## config.mk

```make
export PLATFORM = sky130hd
export DESIGN_NAME = register_crypt_fifo
export DESIGN_NICKNAME = d
export VERILOG_FILES = /design/src/rtl/register_crypt_fifo.sv
export SDC_FILE = /design/constraint.sdc
export NUM_CORES = 1
export LEC_CHECK = 0
export ABC_CLOCK_PERIOD_IN_PS = 3100
export CAP_MARGIN = 20
export CORE_ASPECT_RATIO = 0.5
export CORE_MARGIN = 2
export CORE_UTILIZATION = 30
export CTS_CLUSTER_SIZE = 14
export DETAILED_ROUTE_END_ITERATION = 7
export PLACE_DENSITY_LB_ADDON = 0.08
export SLEW_MARGIN = 30
export SYNTH_ARGS = -nofsm -noshare
export SYNTH_HDL_FRONTEND = slang
export SYNTH_SLANG_ARGS = --single-unit
```

## constraint.sdc

```tcl
create_clock -name clk -period 3.1 [get_ports clk]
set_clock_uncertainty 0.1 [all_clocks]
set_input_delay 0.62 -clock clk [delete_from_list [all_inputs] [get_ports clk]]
set_output_delay 0.62 -clock clk [all_outputs]
set_load 0.1 [all_outputs]
```

## src/rtl/register_crypt_fifo.sv

```systemverilog
// Result buffer for the RSA datapath: stores finished WIDTH-bit results in a
// DEPTH-entry FIFO and drains them as OUT_W-bit beats, MSB beat first.
module register_crypt_fifo #(
  parameter int WIDTH = 8,
  parameter int DEPTH = 4,
  parameter int OUT_W = 4
) (
  input  logic                       clk,
  input  logic                       rst,
  input  logic                       ena,
  input  logic                       clear,
  input  logic                       load,
  input  logic [WIDTH-1:0]           R_i,
  input  logic                       C_ready,
  output logic                       C_valid,
  output logic [OUT_W-1:0]           C_ex,
  output logic                       C_last,
  output logic                       full,
  output logic                       overflow,
  output logic [$clog2(DEPTH+1)-1:0] count
);

  localparam int BEATS = WIDTH / OUT_W;
  localparam int PW    = $clog2(DEPTH);
  localparam int CW    = $clog2(DEPTH + 1);
  localparam int BW    = (BEATS > 1) ? $clog2(BEATS) : 1;

  logic [WIDTH-1:0] r_mem [DEPTH];
  logic [PW-1:0]    r_wp;
  logic [PW-1:0]    r_rp;
  logic [CW-1:0]    r_count;
  logic [BW-1:0]    r_beat;
  logic             r_overflow;

  logic             w_valid;
  logic             w_full;
  logic             w_last_beat;
  logic             w_xfer;
  logic             w_pop;
  logic             w_push;
  logic             w_drop;
  logic [WIDTH-1:0] w_head;
  logic [OUT_W-1:0] w_beat_data;

  assign w_valid     = (r_count != '0);
  assign w_full      = (r_count == CW'(DEPTH));
  assign w_last_beat = (r_beat == BW'(BEATS - 1));
  assign w_xfer      = w_valid && C_ready;
  assign w_pop       = w_xfer && w_last_beat;
  // A full FIFO still accepts a word when the head word leaves in the same cycle.
  assign w_push      = load && (!w_full || w_pop);
  assign w_drop      = load && w_full && !w_pop;
  assign w_head      = r_mem[r_rp];

  // NOTE: every variable in always_comb gets a default first, so no latch is inferred.
  always_comb begin
    w_beat_data = '0;
    for (int b = 0; b < BEATS; b++) begin
      if (r_beat == BW'(b)) w_beat_data = w_head[WIDTH-1-b*OUT_W -: OUT_W];
    end
  end

  // NOTE: sequential state uses non-blocking assignments so all registers update together.
  always_ff @(posedge clk or posedge rst) begin
    if (rst) begin
      r_wp       <= '0;
      r_rp       <= '0;
      r_count    <= '0;
      r_beat     <= '0;
      r_overflow <= 1'b0;
    end else if (ena) begin
      if (!clear) begin
        r_wp       <= '0;
        r_rp       <= '0;
        r_count    <= '0;
        r_beat     <= '0;
        r_overflow <= 1'b0;
      end else begin
        if (w_xfer) begin
          if (w_last_beat) begin
            r_beat <= '0;
            r_rp   <= r_rp + PW'(1);
          end else begin
            r_beat <= r_beat + BW'(1);
          end
        end
        if (w_push) r_wp <= r_wp + PW'(1);
        if (w_drop) r_overflow <= 1'b1;
        r_count <= r_count + CW'(w_push) - CW'(w_pop);
      end
    end
  end

  // NOTE: storage has no reset; a word is only observable once count covers it.
  always_ff @(posedge clk) begin
    if (ena && clear && w_push) r_mem[r_wp] <= R_i;
  end

  assign C_valid  = w_valid;
  assign C_ex     = w_valid ? w_beat_data : '0;
  assign C_last   = w_valid && w_last_beat;
  assign full     = w_full;
  assign overflow = r_overflow;
  assign count    = r_count;

endmodule

```

Word level (Yosys, flattened, before mapping)
Memory sizes are Yosys's and may differ from the RTL's.
Cells that the tools add are included.
{"block": "word_totals", "wordCells": 47, "ramBits": 32, "regBits": 9, "in_bits": 14, "output_inout_bits": 11, "n_memories": 1}
{"memory": "r_mem", "words": 4, "word_bits": 8, "rd": 1, "rd_ports_with_merged_regs": 0, "write_ports": 1, "line": "28", "source": "logic [WIDTH-1:0] r_mem [DEPTH];"}
{"block": "classes", "n_addsub": 5, "n_eq_ne": 5, "mux": 15, "n_reduce_logical": 16}
{"cell": "2-bit 2-to-1 mux", "count": 5}
{"cell": "1-bit logical AND", "count": 8}
{"cell": "4-bit 2-to-1 mux", "count": 2}
{"cell": "2-bit by 1-bit inequality test with 1-bit output (second input constant)", "count": 4}
{"cell": "1-bit 2-to-1 mux", "count": 7}
{"cell": "2-bit AND reduction", "count": 3}
{"cell": "2-bit by 1-bit adder with 2-bit output (second input constant)", "count": 2}
{"cell": "3-bit by 1-bit adder with 3-bit output", "count": 1}
{"cell": "3-bit equality test (second input constant)", "count": 1}
{"cell": "3-bit 2-to-1 mux", "count": 1}
{"cell": "3-bit AND reduction", "count": 1}
{"cell": "3-bit nonzero test", "count": 1}
{"cell": "3-bit by 1-bit subtractor with 3-bit output", "count": 1}
{"cell": "1-bit zero test", "count": 2}
{"cell": "1-bit adder (second input constant)", "count": 1}
{"cell": "1-bit logical OR", "count": 1}

Logic depth before layout (Yosys ltp)
{"block": "logic_depth", "word_depth": 8, "mapped_depth": 12, "ltp_nobuf": 12}

Worst setup path before layout
No wires, ideal clock.
{"block": "synth_timing", "path_kind": "register to register", "start": "register r_count[2] (netlist: count[2])", "end": "register r_count[2] (netlist: count[2])", "setup_slack_ns": -0.453, "period_less_slack_ns": 3.553, "path_buffers": 0, "t_required_ns": 2.868, "arrival_ns": 3.321, "path_stages_with_launch": 13, "setup_ns": 0.132, "path_cell_list": "dfrtp_1 or3b_1 inv_2 a21boi_2 inv_2 ha_1 inv_1 ha_1 inv_1 fa_1 xor2_1 mux2i_1 o22ai_1"}
{"block": "synth_between", "word_cells_on_any_way": 10, "cone_classes": "add/sub: 2; eq/ne: 1; mux: 1; reduce/logical: 6"}
{"element": "start, declared", "line": "31", "source": "logic [CW-1:0] r_count;"}
{"element": "start signal, assigned", "line": "89", "source": "r_count <= r_count + CW'(w_push) - CW'(w_pop);"}
{"element": "3-bit equality test", "line": "46", "source": "assign w_full = (r_count == CW'(DEPTH));"}
{"element": "net full", "line": "18", "source": "output logic full,"}
{"element": "1-bit zero test", "line": "51", "source": "assign w_push = load && (!w_full || w_pop);"}
{"element": "1-bit logical OR", "line": "51"}
{"element": "1-bit logical AND", "line": "51"}
{"element": "3-bit by 1-bit adder with 3-bit output", "line": "89"}
{"element": "3-bit by 1-bit subtractor with 3-bit output", "line": "89"}
{"element": "3-bit 2-to-1 mux", "line": "72", "source": "if (!clear) begin"}
The timed path passes the listed nets, and every way through them passes these cells.
A chain may end at the register's enable or synchronous reset.

Worst setup path after layout
{"block": "layout_timing", "start": "input port C_ready", "end": "register r_count[2] (netlist: count[2])"}
{"block": "layout_between", "elab_chain_cells": 7}
{"element": "start, declared", "line": "14", "source": "input logic C_ready,"}
{"element": "1-bit logical AND (*)", "line": "48", "source": "assign w_xfer = w_valid && C_ready;"}
{"element": "1-bit logical AND (*)", "line": "49", "source": "assign w_pop = w_xfer && w_last_beat;"}
{"element": "1-bit logical OR", "line": "51"}
{"element": "1-bit logical AND", "line": "51"}
{"element": "3-bit by 1-bit adder with 3-bit output", "line": "89"}
{"element": "3-bit by 1-bit subtractor with 3-bit output (*)", "line": "89"}
{"element": "3-bit 2-to-1 mux (*)", "line": "72"}
Every way passes the cells marked *; elsewhere a longest branch is shown, timed or not.

==> flow_metrics.tcl <==
set metrics [dict create \
    status "complete, no violations" \
    grt_start_max_net_pins 15 \
    min_period_ns 2.778 \
    fp-row-count 20 \
    port_buffers 24 \
    hold-path-endpoint "overflow$_DFFE_PP0P_" \
    critical_path_required_ns 3.16 \
    p_leak_nw 0.8902 \
    wire_per_inst_um 16.08 \
    path_clk_slew_ns 0.06 \
    cts-root-buf "clkbuf_16" \
    first_global_vias 1190 \
    grt_antenna_before_repair 0 \
    postCtsHoldBufs 0 \
    hold_violations 0 \
    whs_path_depth 2 \
    yosys.area.top_type "edfxtp_1" \
    power_density_mw_per_mm2 1064 \
    timing.fmax_mhz 360.0 \
    cp-start-kind "input pin" \
    syn_avg_cell_area_sq_um 14.74 \
    multiInputGateArea_sq_um 603.1 \
    sw_frac_of_total_pct 45.09 \
    h-tree-depth 2 \
    finalPower_mw 2.522 \
    drive_above_1_share_pct 23.08 \
    grt_pass1_wl_mm 6.341 \
    synth.most_common_cell "edfxtp_1" \
    slew_violations 0 \
    drt_iter0_markers 82 \
    netlist_top_cells_area "edfxtp_1 (51%), dfrtp_1 (12%), mux4_2 (9.6%)" \
    insertion_delay_ns 0.28 \
    critPathMaxStageDelay_ns 0.54 \
    setup-violations-final 0 \
    pwr-share-comb_pct 45.2 \
    num_antenna_cells 0 \
    ir_drop_mv 0.4755 \
    ios 25 \
    drt-pass1-iter-count 4 \
    fillers 603 \
    viasPerCell 4.570 \
    syn_nets 148 \
    critical_path.top_delay_family "adder cells" \
    critPathBufInv 4 \
    placedInstanceArea_sq_mm 0.002203 \
    ff_latch_area_sq_mm 0.001190 \
    r2r_end "count[2]$_DFFE_PP0P_" \
    yosysUniqueCellTypes 32 \
    cts_setup_buffers 0 \
    hp-class "reg -> reg" \
    yosys_register_bits 41 \
    utilization_pct 39.15 \
    reg2reg_from "count[1]$_DFFE_PP0P_" \
    fin_area_sq_mm 0.002371 \
    grt.total_usage_pct 12.95 \
    synthDominantCellAreaShare_pct 51.34 \
    ys_warn_count 0 \
    die_area_sq_mm 0.006926 \
    cp_max_fo 4 \
    switchingPower_mw 1.137 \
    synth.top_cells.by_count "edfxtp_1 (32), nand2_1 (15), inv_1 (12)" \
    cts_resized 0 \
    seq_power_share_pct 31.4 \
    netlist_area_sq_mm 0.001872 \
    critPathCaptureType "flip-flop" \
    rsz0062_at_grt "false" \
    cap_violations 0 \
    reg2reg_depth 12 \
    dr_total_vias 1115 \
    fin_crit_sh_pct 89.61 \
    fin_tns_setup_ns 0 \
    core_sq_mm 0.006056 \
    syn_inst 127 \
    whs_ns 0.4526 \
    holdCritStartpoint "overflow$_DFFE_PP0P_" \
    nets 176 \
    cts_sinks 41 \
    r2r_setup_slack_ns 0.46 \
    finalWeightedCongestion 0.6755 \
    yosys_most_used_dff "edfxtp_1" \
    relSlewSlack_pct 55.31 \
    antenna_left 0 \
    internal_power_mw 1.385 \
    initial_core_util_pct 30.91 \
    yosysSeqAreaShare_pct 63.37 \
    crit_path_top_delay_cell "clkdlybuf4s50_1" \
    drc 0 \
    crit_type "in -> reg" \
    synthArstFlopShare_pct 21.95 \
    synthToLayoutAreaGrowth_pct 26.67 \
    grt-ovfl-total 0 \
    pwr-share-clk_pct 23.5 \
    die_y_um 59.86 \
    die_w_um 115.7 \
    drt-total-wl_mm 3.923 \
    synth_edf_count 32 \
    crit_chain "clkdlybuf4s50_1 -> nand2_1 -> a21boi_2 -> inv_2 -> ha_1 -> inv_1 -> ha_1 -> inv_1 -> fa_1 -> xor2_1 -> mux2i_1 -> o22ai_1" \
    clk_path_buf_depth 2 \
    cts-buffers-inserted 5 \
    hpwl_mm 2.598 \
    tightest_slew_ns 0.6703 \
    tritoncts "done" \
    critical_path_arrival_ns 2.84 \
]
==> how the worst max path moves through the flow <==
| stage | end | slack, ns | cells after the start | startpoint |
|---|---|---|---|---|
| floorplan | count[2]$_DFFE_PP0P_ | -0.13 | 12 | count[2]$_DFFE_PP0P_ |
| global placement | count[2]$_DFFE_PP0P_ | 0.09 | 12 | C_ready |
| detailed placement | count[2]$_DFFE_PP0P_ | 0.02 | 12 | C_ready |
| CTS | C_ex[0] | 0.30 | 4 | r_rp[0]$_DFFE_PP0P_ |
| global route | count[2]$_DFFE_PP0P_ | 0.14 | 12 | C_ready |
| finish | count[2]$_DFFE_PP0P_ | 0.32 | 12 | C_ready |
==> stage by stage <==
step                      std cells  setup WS [ns]
after global routing            244         0.1443
after global placement          236        0.08803
after detailed placement        236        0.01894
after floorplan                 127        -0.1318
after CTS                       244         0.3019
final                           244         0.3220
==> final cells by class <==
class,instances,area share (%)
sequential,41,50.18
multi-input combinational,66,25.44
timing repair buffer,27,10.45
clock buffer,6,5.435
tap,88,4.644
inverter,14,2.216
clock inverter,2,1.636
==> kinds of logic after synthesis <==
family                   count (synthesis)  share of synthesized area, %
AO/OA/AOI/OAI                           19                         8.088
XOR/XNOR                                 1                        0.4680
adder cells (fa/ha/maj)                  7                         5.080
buffers and inverters                   20                         4.412
flip-flops                              41                         63.37
multiplexers                            10                         10.70
AND/OR/NAND/NOR                         29                         7.887
==> worst min-delay path: cells and delay by family (launching register included) <==
kind / cells / cell delay (ns)
AO/OA/AOI/OAI: 2 / 0.16
flip-flops: 1 / 0.35
==> power by group through the flow <==
stage | logic, mW | registers, mW | clock network, mW
after detailed placement | 1.14 | 0.804 | 0
after CTS | 1.15 | 0.793 | 0.600
after global placement | 1.14 | 0.805 | 0
final | 1.14 | 0.791 | 0.593
after global routing | 1.20 | 0.809 | 0.626
after floorplan | 0.791 | 0.866 | 0
==> sequential cells by signal, indices dropped and copies added, names as in the netlist <==
name	count
overflow	1
r_beat	1
r_rp	2
count	3
r_mem	32
r_wp	2
==> metal layers <==
layer / GRT usage (%) / vias up / routed length, um
met4: 4.082 / 0 / 47
li1: - / 531 / -
met1: 16.19 / 550 / 1900
met2: 21.89 / 29 / 1772
met3: 4.057 / 5 / 203
met5: 0 / - / 0
==> layout by cell type (no fill, tap or decap), drive strengths merged <==
| cell | Yosys | final |
|---|---|---|
| dfrtp | 9 | 9 |
| nor2 | 1 | 1 |
| fa | 1 | 1 |
| edfxtp | 32 | 32 |
| a41oi | 1 | 1 |
| o31ai | 1 | 1 |
| nor3 | 1 | 1 |
| clkinv | 0 | 1 |
| a21boi | 1 | 1 |
| mux4 | 8 | 8 |
| bufinv | 0 | 1 |
| o311a | 1 | 1 |
| buf | 4 | 14 |
| o22ai | 3 | 3 |
| mux2i | 2 | 2 |
| and4b | 1 | 1 |
| ha | 6 | 6 |
| o2111ai | 2 | 2 |
| and2b | 1 | 1 |
| inv | 14 | 14 |
| nand4 | 1 | 1 |
| o221ai | 3 | 3 |
| clkbuf | 2 | 6 |
| xor2 | 1 | 1 |
| o21ai | 1 | 1 |
| and3 | 4 | 4 |
| a21oi | 5 | 5 |
| clkdlybuf4s50 | 0 | 13 |
| a311o | 1 | 1 |
| and2 | 2 | 2 |
| nor2b | 2 | 2 |
| nand2 | 15 | 15 |
| or3b | 1 | 1 |
(Power assumes the default switching activity.)
